==> config.mk <==
export PLATFORM = sky130hd
export DESIGN_NAME = hazard_control_unit
export DESIGN_NICKNAME = d
export VERILOG_FILES = /design/src/rtl/hazard_control_unit_pkg.sv /design/src/rtl/hazard_control_unit_sat_counter.sv /design/src/rtl/hazard_control_unit.sv
export SDC_FILE = /design/constraint.sdc
export NUM_CORES = 1
export LEC_CHECK = 0
export BUFFER_PORTS_ARGS = -buffer_cell sky130_fd_sc_hd__buf_2
export CAP_MARGIN = 20
export CORE_AREA = 2 2 63 71
export DETAILED_ROUTE_END_ITERATION = 10
export DIE_AREA = 0 0 65 73
export HOLD_SLACK_MARGIN = 0.15
export PLACE_DENSITY_LB_ADDON = 0.12
export SYNTH_ARGS = -nofsm -noshare
export SYNTH_HDL_FRONTEND = slang
export SYNTH_SLANG_ARGS = --single-unit
==> constraint.sdc <==
create_clock -name clk -period 2.25 [get_ports clk]
set_input_delay 0.225 -clock clk [delete_from_list [all_inputs] [get_ports clk]]
set_output_delay 0.225 -clock clk [all_outputs]
set_load 0.005 [all_outputs]
==> src/rtl/hazard_control_unit_pkg.sv <==
// Shared pipeline definitions for the RV32I hazard control unit.
package hazard_control_unit_pkg;

  // Register index width of the RV32I register file.
  localparam int unsigned REG_ADDR_W = 5;

  // Instruction word injected into ID/EX when a bubble is inserted (addi x0, x0, 0).
  localparam int unsigned INSTR_W   = 32;
  localparam logic [INSTR_W-1:0] NOP_INSTR = 32'h0000_0013;

  // Hazard controller states.
  typedef enum logic {
    RUN      = 1'b0,
    LU_STALL = 1'b1
  } hcu_state_e;

endpackage

==> src/rtl/hazard_control_unit_sat_counter.sv <==
// Saturating up-counter used for the stall/flush performance counters.
module sat_counter #(
  parameter int unsigned CNT_W = 16
) (
  input  logic             clk,
  input  logic             rst_n,
  input  logic             inc,
  output logic [CNT_W-1:0] count
);

  localparam logic [CNT_W-1:0] CNT_MAX = '1;

  logic [CNT_W-1:0] count_q;
  logic [CNT_W-1:0] count_d;

  // Next value: increment unless already pinned at the maximum.
  always_comb begin
    count_d = count_q;
    if (inc && (count_q != CNT_MAX)) begin
      count_d = count_q + CNT_W'(1);
    end
  end

  // Counter register with synchronous active-low reset.
  always_ff @(posedge clk) begin
    if (!rst_n) begin
      count_q <= '0;
    end else begin
      count_q <= count_d;
    end
  end

  assign count = count_q;

endmodule

==> src/rtl/hazard_control_unit.sv <==
// Pipeline hazard controller: load-use stalls, branch flush, memory-busy freeze
// and saturating performance counters. Control outputs are combinational so
// they act in the cycle the hazard is seen.
module hazard_control_unit #(
  parameter int unsigned REG_ADDR_W      = hazard_control_unit_pkg::REG_ADDR_W,
  parameter int unsigned LOAD_USE_STALLS = 1,
  parameter int unsigned CNT_W           = 16
) (
  input  logic                  clk,
  input  logic                  rst_n,
  input  logic                  idex_mem_read,
  input  logic [REG_ADDR_W-1:0] idex_rd,
  input  logic                  exmem_mem_read,
  input  logic [REG_ADDR_W-1:0] exmem_rd,
  input  logic [REG_ADDR_W-1:0] ifid_rs1,
  input  logic [REG_ADDR_W-1:0] ifid_rs2,
  input  logic                  ifid_uses_rs1,
  input  logic                  ifid_uses_rs2,
  input  logic                  branch_taken,
  input  logic                  mem_busy,
  output logic                  pc_write,
  output logic                  ifid_write,
  output logic                  idex_bubble,
  output logic                  ifid_flush,
  output logic                  back_hold,
  output logic [CNT_W-1:0]      stall_cycles,
  output logic [CNT_W-1:0]      flush_count
);

  import hazard_control_unit_pkg::*;

  localparam bit TWO_STALLS = (LOAD_USE_STALLS == 2);

  hcu_state_e state_q, state_d;
  logic       rem_q, rem_d;
  logic       hit_a, hit_b;
  logic       flush_inc, stall_inc;

  // Load-use dependency against the load in EX (x0 never matches).
  always_comb begin
    hit_a = idex_mem_read && (idex_rd != '0) &&
            ((ifid_uses_rs1 && (idex_rd == ifid_rs1)) ||
             (ifid_uses_rs2 && (idex_rd == ifid_rs2)));
  end

  // Load-use dependency against the load in MEM; only relevant for 2-cycle loads.
  always_comb begin
    hit_b = TWO_STALLS && exmem_mem_read && (exmem_rd != '0) &&
            ((ifid_uses_rs1 && (exmem_rd == ifid_rs1)) ||
             (ifid_uses_rs2 && (exmem_rd == ifid_rs2)));
  end

  // Next-state and control outputs, highest-priority condition first.
  always_comb begin
    state_d     = state_q;
    rem_d       = rem_q;
    pc_write    = 1'b1;
    ifid_write  = 1'b1;
    idex_bubble = 1'b0;
    ifid_flush  = 1'b0;
    back_hold   = 1'b0;
    flush_inc   = 1'b0;

    if (!rst_n) begin
      state_d = RUN;
      rem_d   = 1'b0;
    end else if (mem_busy) begin
      // Freeze everything; a pending branch stays in EX and is seen later.
      back_hold  = 1'b1;
      pc_write   = 1'b0;
      ifid_write = 1'b0;
    end else if (branch_taken) begin
      ifid_flush  = 1'b1;
      idex_bubble = 1'b1;
      flush_inc   = 1'b1;
      state_d     = RUN;
      rem_d       = 1'b0;
    end else if (state_q == LU_STALL) begin
      pc_write    = 1'b0;
      ifid_write  = 1'b0;
      idex_bubble = 1'b1;
      if (rem_q == 1'b0) begin
        state_d = RUN;
      end else begin
        rem_d = rem_q - 1'b1;
      end
    end else if (hit_a) begin
      pc_write    = 1'b0;
      ifid_write  = 1'b0;
      idex_bubble = 1'b1;
      if (TWO_STALLS) begin
        state_d = LU_STALL;
        rem_d   = 1'b0;
      end
    end else if (hit_b) begin
      pc_write    = 1'b0;
      ifid_write  = 1'b0;
      idex_bubble = 1'b1;
    end
  end

  // State register with synchronous active-low reset.
  always_ff @(posedge clk) begin
    if (!rst_n) begin
      state_q <= RUN;
      rem_q   <= 1'b0;
    end else begin
      state_q <= state_d;
      rem_q   <= rem_d;
    end
  end

  assign stall_inc = rst_n && !pc_write;

  sat_counter #(.CNT_W(CNT_W)) u_stall_cnt (
    .clk   (clk),
    .rst_n (rst_n),
    .inc   (stall_inc),
    .count (stall_cycles)
  );

  sat_counter #(.CNT_W(CNT_W)) u_flush_cnt (
    .clk   (clk),
    .rst_n (rst_n),
    .inc   (flush_inc),
    .count (flush_count)
  );

endmodule

==> out/summary.txt <==
Status - completed
Worst hold path class - input port to flip-flop
Rel. slew slack - 50.8%
CTS tree - done
Worst setup SP type - flip-flop
Final Hold Vio Count - 0
Routability Congestion - 0.767
Clock Latency Late Sink - 0.29 ns
Crit Path Max Fanout - 5
Pwr Density - 531 nW/um^2
Overflow after GRT - 0
Postcts setup bufs - 0
DRT antenna net count - 0
GRT Total Usage - 18.1%
Root buf cell - clkbuf_8
Post-Syn Nets - 225
Num rows - 25
Clock sink total - 32
Max Transition Viols Final - 0
Worst slew pin tran - 0.737 ns
Worst hold slack - 0.322 ns
Number of global-route vias before repair - 1532
Final setup viols - 0
Most common cell after layout, fill and taps aside - buf_2
Iteration-0 DRC Markers - 54
Hold-fix buffers at CTS - 0
Max-Cap Viols - 0
Fin cells - 328
Layout Nets - 303
Buffers on Ports - 58
Synth unique cells - 39
#FFs+latches synth - 32
Vias post-DR - 1669
Crit Path Class - flip-flop to flip-flop
DRT Pass-1 Iters - 4
Htree depth - 2
Min cycle time layout - 2.16 ns
First-pass GRT wire length - 6700 um
Ports - 65
Cts bufs inserted - 5
Starting Density - 40.9%
Die Footprint - 4750 sq um
Pre-CTS WS - -0.0352 ns
Initial antenna violation count - 0
Top-area cell type share of the netlist area - 38.3%
Die Span X - 65 um
Ant. Diodes - 0
Drt wl/cell - 12.4 um
WP data arrival - 2.37 ns
Crit path required time - 2.46 ns
Mapped Cells - 195
Largest net degree at the start of global routing - 24
Total power - 1220 uW
Mapped Area - 1670 sq um
CP Capture Type - flip-flop
DR vias/cell - 5.09
Post-Route WL - 4080 um
VDD IR-drop max - 0.308 mV
Most frequent cells in the layout - 58 x buf_2, 32 x dfxtp_1, 19 x nor2_1, 17 x xor2_1, 17 x buf_4
Synth-to-Final Area Change - 37.2%
Maximum clock path buffer count - 2
Fraction of layout cells with a size suffix above 1 - 32.8%
Number of synthesized flops with an enable pin - 0
Top FF cell, synth - dfxtp_1
Final period util - 96.2%
FFs w/ async S/R, synth - 0%
Sequential-to-total area share from yosys stat - 38.3%
Setup Skew - 0.00625 ns
Pleak - 0.000986 uW
Syn. warnings - 0
F_max - 462 MHz
Post-synth top area cell - dfxtp_1
Util after Layout - 56.1%
Synth area leaders - dfxtp_1 38%, xor2_1 8.9%, xnor2_1 4.7%
DRC viols - 0
Mean Syn Cell Area - 8.59 sq um
DP HPWL - 3040 um
Setup WS post-layout - 0.0863 ns
Dpl cells - 319
Core Region - 4100 sq um
Chip Height - 73 um
Worst-path clk slew - 0.06 ns
RSZ-0062 raised after global routing - true
==> Yosys cell counts (all sizes together), types with 4 or more instances <==
cell and number:
and2 7, nand4 8, xor2 17, o21ai 6, and4 4, or4 4, nor2 19, or3 5
o31ai 5, buf 4, mux2i 4, inv 6, xnor2 9, nand3 12, nand2 14, dfxtp 32
a21oi 9
==> area by class of cell <==
cell class	instances	area [sq um]
fill	416	1800
sequential	32	641
tap	54	67.6
multi-input combinational	151	1010
clock inverter	2	35.0
inverter	6	22.5
clock buffer	6	72.6
timing repair buffer	77	449
==> path summary, 6_finish.rpt <==
path,start,endpoint,slack [ns],cells past startpoint
max reg2reg,u_stall_cnt.count[0]$_SDFFE_PN0P_,u_stall_cnt.count[14]$_SDFFE_PN0P_,0.09,7
max,u_stall_cnt.count[0]$_SDFFE_PN0P_,u_stall_cnt.count[14]$_SDFFE_PN0P_,0.09,7
min,rst_n,u_stall_cnt.count[6]$_SDFFE_PN0P_,0.32,3
min reg2reg,u_stall_cnt.count[6]$_SDFFE_PN0P_,u_stall_cnt.count[6]$_SDFFE_PN0P_,0.49,2
==> worst max-delay path, cell delays in order (launching register included) <==
cell and delay [ns]:
dfxtp_1 0.31, ha_2 0.18, and4_1 0.19, nor4bb_1 0.15, or2_1 0.26, o32a_4 0.36, or4_1 0.48, a21oi_1 0.15
==> what timing repair did <==
item	in CTS	in global routing
gates cloned	0	1
setup endpoints to repair	5	10
pin swaps	0	0
resized for setup	2	4
==> stage by stage <==
| step | cell area (sq um) | TNS, ns |
|---|---|---|
| finish | 2300 | 0 |
| global placement | 2150 | -0.00231 |
| detailed placement | 2150 | -0.0421 |
| floorplan | 1670 | 0 |
| global route | 2300 | -0.0700 |
| CTS | 2260 | 0 |
==> flip-flops by register name, summed over array words and instances, names as in the netlist <==
name and cells:
u_flush_cnt.count 16, u_stall_cnt.count 16
==> routing by layer <==
| metal | part of all wire, % | vias up | GRT usage (%) |
|---|---|---|---|
| li1 | - | 858 | - |
| met1 | 44 | 763 | 21.1 |
| met2 | 50 | 40 | 31.4 |
| met3 | 4.7 | 8 | 5.40 |
| met4 | 1.4 | 0 | 6.38 |
| met5 | 0 | - | 0 |
==> cell families after synthesis <==
kind of cell | synth area share, %
adders and majority gates | 1.49
and+or+nand+nor | 27.7
xor gates and xnor gates | 13.6
DFF | 38.3
AOI/OAI and AO/OA | 13.2
buffers and inverters | 3.36
muxes | 2.39
==> report_power, final <==
part	switching, uW	internal [uW]	leakage [uW]
clock	211	328	0.0000552
sequential	3.13	570	0.000258
combinational	55.2	53.3	0.000673
total	269	952	0.000986
Power figures use the tool's default switching activity.
